## src/rtl/wires_4x4b_to_5x3b_unpack.sv

```systemverilog
// Receive-side unpacker: gathers four 4-bit nibbles into a 16-bit word {marker, in4..in0}
// and presents the five 3-bit fields on a registered valid/ready output stage.
module wires_4x4b_to_5x3b_unpack #(
   parameter bit CHECK_MARKER = 1'b1
) (
   input  logic       clk,
   input  logic       reset_n,
   input  logic       sync,
   input  logic       in_val,
   output logic       in_rdy,
   input  logic [3:0] in_nibble,
   output logic       out_val,
   input  logic       out_rdy,
   output logic [2:0] out0,
   output logic [2:0] out1,
   output logic [2:0] out2,
   output logic [2:0] out3,
   output logic [2:0] out4,
   output logic       out_err
);

   logic [1:0]  cnt;
   logic [11:0] partial;
   logic [15:0] word;
   logic        nib_xfer;
   logic        word_xfer;
   logic        complete;

   // Only the completing nibble can stall, and only behind a full output stage that is not draining.
   // NOTE: every signal driven in always_comb gets a default first, so no path leaves it unassigned (no latch).
   always_comb begin
      in_rdy    = 1'b1;
      nib_xfer  = 1'b0;
      word_xfer = 1'b0;
      complete  = 1'b0;
      word      = {in_nibble, partial};
      if (cnt == 2'd3 && out_val && !out_rdy) begin
         in_rdy = 1'b0;
      end
      nib_xfer  = in_val && in_rdy && !sync;
      word_xfer = out_val && out_rdy;
      complete  = nib_xfer && (cnt == 2'd3);
   end

   // Assembly stage; sync discards the partial word and any nibble offered alongside it.
   // NOTE: the partial buffer is a handful of flops, not a memory, so it is reset like any other state.
   // NOTE: sequential state uses non-blocking assignments so every flop samples pre-edge values.
   always_ff @(posedge clk or negedge reset_n) begin
      if (!reset_n) begin
         cnt     <= 2'd0;
         partial <= 12'd0;
      end else if (sync) begin
         cnt     <= 2'd0;
         partial <= 12'd0;
      end else if (nib_xfer) begin
         case (cnt)
            2'd0:    partial[3:0]  <= in_nibble;
            2'd1:    partial[7:4]  <= in_nibble;
            2'd2:    partial[11:8] <= in_nibble;
            default: ;
         endcase
         cnt <= cnt + 2'd1;
      end
   end

   // Output stage: fields hold while presented; a simultaneous drain and completion keeps out_val high.
   always_ff @(posedge clk or negedge reset_n) begin
      if (!reset_n) begin
         out_val <= 1'b0;
         out_err <= 1'b0;
         out0    <= 3'd0;
         out1    <= 3'd0;
         out2    <= 3'd0;
         out3    <= 3'd0;
         out4    <= 3'd0;
      end else if (complete) begin
         out_val <= 1'b1;
         out_err <= CHECK_MARKER & ~in_nibble[3];
         out0    <= word[2:0];
         out1    <= word[5:3];
         out2    <= word[8:6];
         out3    <= word[11:9];
         out4    <= word[14:12];
      end else if (word_xfer) begin
         out_val <= 1'b0;
      end
   end

endmodule

```

## config.mk

```make
export PLATFORM = sky130hd
export DESIGN_NAME = wires_4x4b_to_5x3b_unpack
export DESIGN_NICKNAME = d
export VERILOG_FILES = /design/src/rtl/wires_4x4b_to_5x3b_unpack.sv
export SDC_FILE = /design/constraint.sdc
export NUM_CORES = 1
export LEC_CHECK = 0
export ABC_AREA = 1
export BUFFER_PORTS_ARGS = -buffer_cell sky130_fd_sc_hd__buf_2
export CORE_ASPECT_RATIO = 0.6
export CORE_MARGIN = 2
export CORE_UTILIZATION = 34
export DETAILED_ROUTE_END_ITERATION = 10
export PLACE_DENSITY = 0.51
export SYNTH_ARGS = -nofsm -noshare
export SYNTH_HDL_FRONTEND = slang
export SYNTH_SLANG_ARGS = --single-unit
```

## constraint.sdc

```tcl
create_clock -name clk -period 2.2 [get_ports clk]
set_clock_uncertainty 0.2 [all_clocks]
set_input_delay 0.22 -clock clk [delete_from_list [all_inputs] [get_ports clk]]
set_output_delay 0.22 -clock clk [all_outputs]
set_load 0.005 [all_outputs]
```

# == Word level (Yosys, flattened, before mapping) ==
# Index checks and enable logic that the tools add are counted.
# classes
eq_ne,3
shifts,0
bitwise,1
n_div,0
n_addsub,1
n_reduce_logical,17
muxes,10
magnitude_cmp,0
n_mul,0
# ops
cell,n
2-to-1 mux 12 bit,2
2-to-1 mux 4 bit,3
nonzero test 2 bit,5
logical AND 1 bit,6
AND reduction 2 bit,3
== test 2 bit (second input constant),2
2-to-1 mux 2 bit,2
2-to-1 mux 1 bit,3
adder 2 x 1 -> 2 bit (second input constant),1
== test 2 x 1 -> 1 bit (second input constant),1
zero test 1 bit,2
zero test 2 bit,1
NOT 1 bit,1
# word_totals
ff_bits,31
mem_count,0
inputBits,9
mem_bits_rw,0
latchBits,0
romBits,0

# == Longest topological paths before layout ==
# Gate-level depths: netlist of the first run.
# depth
word_depth,8
ltp_mapped,6

# == Worst setup path before layout of the first run ==
# No wires, ideal clock.
# synth_timing
kind,reg2reg
from,register cnt[0]
to,register partial[10]
setup_time_ns,0.117
setup_slack_ns,0.789
t_arrival_ns,1.094
n_path_buf,1
path_stages_with_launch,6
synth_period_minus_slack_ns,1.411
path_cell_list,dfrtp_1 ha_1 nand3_2 buf_6 nand4_1 nand2_1
# synth_between
elab_chain_cells,8
elab_cells_between_ends,10
classes_between,2 x eq/ne; 1 x mux; 7 x reduce/logical
# synth_lines
element,line,rtl
"start, declared",22,logic [1:0] cnt;
"start signal, assigned",62,cnt <= cnt + 2'd1;
== test 2 bit,37,if (cnt == 2'd3 && out_val && !out_rdy) begin
logical AND 1 bit (2 in a row),37,
2-to-1 mux 1 bit,37,
net in_rdy,10,"output logic in_rdy,"
logical AND 1 bit (2 in a row),40,nib_xfer = in_val && in_rdy && !sync;
nonzero test 2 bit (no line),--,
AND reduction 2 bit (no line),--,
"end signal, assigned",59,2'd2: partial[11:8] <= in_nibble;
"end, declared",23,logic [11:0] partial;
# The timed path passes the listed nets, and every way through them passes these cells.
# A chain may end at the register's enable or synchronous reset.

# == Worst setup path after layout of the first run ==
# layout_timing
from,register cnt[0]
to,output port in_rdy
# layout_between
elab_chain_cells,4
# layout_lines
element,line
== test 2 bit,37
logical AND 1 bit (2 in a row),37
2-to-1 mux 1 bit,37
"end, declared",10
# Every way passes these cells.

==> results of run 1 <==
## kinds of logic (layout without fill, tap and decap cells)
group	count (synthesis)	in the layout	synth area share, %
flip-flops	31	31	52.0
adder cells (fa/ha/maj)	4	4	3.35
buffers and inverters	28	58	9.47
AND/OR/NAND/NOR	67	67	25.1
AO/OA/AOI/OAI	18	18	10.1
## repair_timing
action	CTS	global route
hold buffers	2	0
setup endpoints to repair	0	0
hold endpoints to repair	32	0
## cell type report
type	count	area (um^2)
Clock buffer	6	82.6
Inverter	21	78.8
Fill cell	422	2390
Clock inverter	2	35.0
Multi-Input combinational cell	89	576
Sequential cell	31	776
Tap cell	60	75.1
Timing Repair Buffer	29	158
## cell usage in the layout, fill, tap and decap left out
| master | synthesis | final |
|---|---|---|
| buf_2 | 2 | 26 |
| buf_4 | 1 | 1 |
| bufinv_16 | 0 | 1 |
| clkbuf_8 | 0 | 6 |
| clkinv_2 | 0 | 1 |
| dfrtp_1 | 31 | 31 |
| dlygate4sd3_1 | 0 | 2 |
| ha_1 | 4 | 4 |
| inv_1 | 20 | 20 |
| inv_2 | 1 | 1 |
| nand2_1 | 18 | 18 |
| nand2_2 | 13 | 13 |
| nand3_1 | 15 | 15 |
| nand3_2 | 4 | 4 |
| nand4_1 | 12 | 12 |
| nand4_4 | 1 | 1 |
| nor2_1 | 4 | 4 |
| o21ai_0 | 2 | 2 |
| o21ai_2 | 16 | 16 |
## final timing paths
path / endpoint / slack (ns) / depth (start not counted)
worst max-delay path: in_rdy / 0.18 / 3
worst min-delay path: out4[1]$_DFFE_PN0P_ / 0.009 / 3
worst max register to register: out4[0]$_DFFE_PN0P_ / 0.49 / 5
worst min register to register: out4[1]$_DFFE_PN0P_ / 0.28 / 2
max in group asynchronous: partial[4]$_DFFE_PN0P_ / 1.04 / 2
min in group asynchronous: out_val$_DFFE_PN0P_ / 0.31 / 2
## critical path: stages (launching register included)
cell,delay (ns)
dfrtp_1,0.42
ha_1,0.26
nand3_2,0.36
buf_2,0.27
## layer usage
| layer | vias up | GRT usage (%) | wire, um |
|---|---|---|---|
| met4 | 0 | 7.68 | 70 |
| li1 | 543 | - | - |
| met3 | 7 | 4.48 | 111 |
| met2 | 23 | 19.2 | 1270 |
| met1 | 535 | 18.9 | 1450 |
| met5 | - | 0 | 0 |
## sequential cells by signal, indices dropped and copies added, names as in the netlist
signal and count:
out0 3, out4 3, out3 3, out1 3
out_err 1, out2 3, out_val 1, cnt 2
partial 12
## power groups by stage
stage | clock network [mW] | logic (mW) | registers [mW]
after global routing | 0.623 | 0.158 | 0.629
after detailed placement | 0 | 0.136 | 0.635
final | 0.579 | 0.136 | 0.625
after CTS | 0.595 | 0.140 | 0.625
after floorplan | 0 | 0.0818 | 0.634
after global placement | 0 | 0.134 | 0.633
==> flow_summary.ini, run 1 <==
[synthesis]
synth_top_cells_by_area = dfrtp_1, o21ai_2, nand2_2, inv_1, nand3_1
synth_top_area_share_pct = 52.0
netlist-cell-type-count = 16
seq_cells_post_synth = 31
yosys_warnings = 0
synth-seq-area-share_pct = 52.0
mappedNetlistNets = 161
synthMostInstantiatedCell = dfrtp_1
synth_top_flop_cell = dfrtp_1
count_of_flip_flops_with_a_built_in_enable_after_synthesis = 0
synthCells = 148
synth.cell_area_mm2 = 0.00149
proportion_of_register_bits_with_asynchronous_set_or_reset_after_synthesis_pct = 100
synth_top_cells_by_count = dfrtp_1, inv_1, nand2_1
yosys.area.top_type = dfrtp_1
post_synth.cell_area_avg_um2 = 10.1

[power]
total_power_mw = 1.34
power.clock.fraction_pct = 43.2
netSwitchingFraction_pct = 23.6
p_per_area_mw_per_mm2 = 752
vdd_ir_drop_max_v = 0.000265
seqPwrFrac_pct = 46.6
p_leak_nw = 0.905
comb_power_share_pct = 10.2
switchingPower_uw = 316
design_internal_power_mw = 1.02

[cells_and_area]
final_cell_area_mm2 = 0.00178
n_antenna_cell = 0
layoutNonFillerInstCount = 238
num-nets-final = 190
synthToLayoutAreaGrowth_pct = 19.3
final_core_utilization_pct = 42.7
post_route_cells_drive_above_1_share_pct = 39.3

[floorplanning]
die-area_mm2 = 0.00495
floorplan.die.height_um = 55.3
fp.coreArea_mm2 = 0.00417
fp-row-count = 18
start_util_pct = 35.8
die_w_um = 89.5
ioPinCount = 27

[placement]
postPlaceCellArea_mm2 = 0.00164
place.port_buffers = 26
globalplace.congestion = 0.735
placed_cells_incl_taps = 228
place_ws_ns = 0.496
dp_hpwl_um = 2050

[job]
maxCapViolations = 0

[drt]
finalWirelength_um = 2900
via_count_of_the_routed_design = 1108
post_drt_via_cell_ratio = 4.66
detail_route.drc_violations = 0
routedWlPerCell_um = 12.2
initialDrtViolationCount = 67
route.antenna.remaining_nets = 0
dr.pass1.iters = 4

[sta]
final_setup_violation_count = 0
finalHoldViolations = 0
fin_crit_ns = 2.02
number_of_max_slew_violations_in_the_final_report = 0
tightest_slew_margin_relative_to_the_limit_pct = 54.2
finalHoldWorstSlack_ns = 0.00910
worst-slew-pin-transition_ns = 0.687
post-route-period-util_pct = 91.7
fmax_mhz = 496
post-route-worst-setup-slack_ns = 0.183
grt_setup_unrepaired = no
tns_ns = 0

[grt]
grt_usage_pct = 13.9
grt_pass1_wl_um = 5180
first_global_vias = 1093
grt_antenna_before_repair = 0
overflow = 0
grt_max_degree = 34

[cts]
htreeDepth = 2
clk_root_buffer_cell = clkbuf_8
tritoncts = done
cts_made_buffers = 5
later_pin_clock_latency_in_the_skew_report_ns = 0.29
cts-resized-gates = 0
clock_sinks = 31
cts.path.max_buffers = 2
post_cts_buffers = 0
clk_pin_slew_worst_paths_ns = 0.06

[setup_path]
critical_path.reg2reg.startpoint = cnt[0]$_DFFE_PN0P_
critical_path.endpoint_type = output port
setup.worst_path.start = cnt[0]$_DFFE_PN0P_
crit_path_start_kind = register
criticalPathCategory = register to output port
worstPathArrival_ns = 1.60
path_max_fanout = 18
crit_required_ns = 1.78

[worst_hold_path]
holdCritStartpoint = in_nibble[1]
min_path_type = primary input to register

[status]
outcome = finished, final reports clean
(Power assumes the default switching activity.)
==> run 2: changes to the inputs <==
==> constraint.sdc (replaced) <==
create_clock -name clk -period 2.2 [get_ports clk]
set_clock_uncertainty 0.2 [all_clocks]
set_input_delay 0.11 -clock clk [delete_from_list [all_inputs] [get_ports clk]]
set_output_delay 0.11 -clock clk [all_outputs]
set_load 0.005 [all_outputs]
==> run 2 against run 1 <==
Maximum frequency increased by 6.8%. Clock power is 23% lower. Power decreased by 9.2%. First-iteration DRC count down 6.0%. Die area stayed put. Critical path type is now register to register. Largest cell class unchanged.
==> flow_summary.ini, run 2 (same netlist as run 1, synthesis figures left out) <==
[sta]
fin_crit_ns = 1.89
fmax_mhz = 529
final_setup_violation_count = 0
tightest_slew_margin_relative_to_the_limit_pct = 53.0
tns_ns = 0
worst-slew-pin-transition_ns = 0.704
post-route-period-util_pct = 85.9
finalHoldWorstSlack_ns = 0.0481
finalHoldViolations = 0
number_of_max_slew_violations_in_the_final_report = 0
grt_setup_unrepaired = no

[floorplanning]
fp-row-count = 18
die_w_um = 89.5
start_util_pct = 35.8
floorplan.die.height_um = 55.3
ioPinCount = 27
die-area_mm2 = 0.00495
fp.coreArea_mm2 = 0.00417

[setup_path]
criticalPathCategory = register to register
crit_path_cell_trace = ha_1, nand4_4, buf_4, nand2_2, o21ai_2
slowest_stage = dfrtp_1
path_max_fanout = 23
crit_path_max_incr_delay_ns = 0.41
crit_path_start_kind = register
timing.critical_path.buf_inv = 1
timing.critical_path.max_delay_family = simple AND/OR/NAND/NOR gates
critical_path.endpoint_type = register
worstPathArrival_ns = 1.86
crit_required_ns = 2.17

[status]
outcome = finished, final reports clean

[drt]
route.antenna.remaining_nets = 0
initialDrtViolationCount = 63
finalWirelength_um = 3010
via_count_of_the_routed_design = 1116
dr.pass1.iters = 4
detail_route.drc_violations = 0
post_drt_via_cell_ratio = 4.59
routedWlPerCell_um = 12.4

[cts]
post_cts_buffers = 0
tritoncts = done
clock_sinks = 31
cts_made_buffers = 5
clk_root_buffer_cell = clkbuf_8
cts-resized-gates = 0
cts.path.max_buffers = 2
later_pin_clock_latency_in_the_skew_report_ns = 0.28
clk_pin_slew_worst_paths_ns = 0.06
htreeDepth = 2

[cells_and_area]
n_antenna_cell = 0
most-common-layout-cells = dfrtp_1, buf_2, inv_1
num-nets-final = 196
registers.top_by_ff_count = partial
layout.cells.most_common = dfrtp_1
final_core_utilization_pct = 43.3
synthToLayoutAreaGrowth_pct = 21.0
filler_cell_count = 428
flip_flop_count_of_the_largest_register_after_layout = 12
post_route_cells_drive_above_1_share_pct = 38.8

[grt]
grt_pass1_wl_um = 4920
grt_usage_pct = 13.3
grt_antenna_before_repair = 0
overflow = 0
first_global_vias = 1047
grt_max_degree = 32

[power]
p_leak_nw = 0.917
vdd_ir_drop_max_v = 0.000207
p_per_area_mw_per_mm2 = 674

[worst_hold_path]
min_path_type = primary input to register

[placement]
globalplace.congestion = 0.738
place.port_buffers = 26
dp_hpwl_um = 2140

[job]
maxCapViolations = 0
-- run 2: power by group --
group | leakage, nW | switching, mW | internal [mW]
sequential | 0.426 | 0.0209 | 0.603
clock | 0.0470 | 0.201 | 0.245
combinational | 0.444 | 0.0851 | 0.0623
total | 0.917 | 0.307 | 0.910
-- run 2: stage by stage --
stage          instance area [um^2]  std cells  worst slack (ns)  power [mW]
6_report                       1810        243             0.311        1.22
5_1_grt                        1810        243             0.200        1.30
4_1_cts                        1810        243             0.283        1.23
3_5_place_dp                   1660        230             0.298       0.776
3_3_place_gp                   1660        230             0.384       0.770
2_1_floorplan                  1490        148             0.789       0.716
-- run 2: worst paths after layout --
kind,startpoint,slack (ns),cells after the start,to
setup / recovery,cnt[0]$_DFFE_PN0P_,0.31,5,out2[0]$_DFFE_PN0P_
hold / removal,sync,0.05,4,partial[1]$_DFFE_PN0P_
setup reg to reg,cnt[0]$_DFFE_PN0P_,0.31,5,out2[0]$_DFFE_PN0P_
hold reg to reg,out4[1]$_DFFE_PN0P_,0.27,2,out4[1]$_DFFE_PN0P_
max in group asynchronous,reset_n,1.13,2,partial[10]$_DFFE_PN0P_
min in group asynchronous,reset_n,0.22,2,out4[1]$_DFFE_PN0P_
-- run 2: layout make-up --
class | instances | area, um^2 | area share (%)
clock buffer | 6 | 82.6 | 4.57
clock inverter | 1 | 5.00 | 0.277
multi-input combinational | 89 | 576 | 31.9
inverter | 21 | 78.8 | 4.37
timing repair buffer | 35 | 213 | 11.8
sequential | 31 | 776 | 43.0
tap | 60 | 75.1 | 4.16
-- run 2: worst reg2reg max path, cell delays in order, from the launching register on --
cell	delay, ns
dfrtp_1	0.41
ha_1	0.26
nand4_4	0.41
buf_4	0.38
nand2_2	0.08
o21ai_2	0.04
-- run 2: layer usage --
| layer | track usage (%) | vias to the layer above | wire length [um] |
|---|---|---|---|
| met5 | 0 | - | 0 |
| met4 | 7.25 | 0 | 51 |
| met3 | 4.78 | 5 | 164 |
| met2 | 16.7 | 29 | 1240 |
| met1 | 19.5 | 522 | 1550 |
| li1 | - | 560 | - |
-- run 2: repair_timing --
action	CTS	global route
hold endpoints to repair	36	0
hold buffers	6	0
endpoints found under the setup margin	0	0
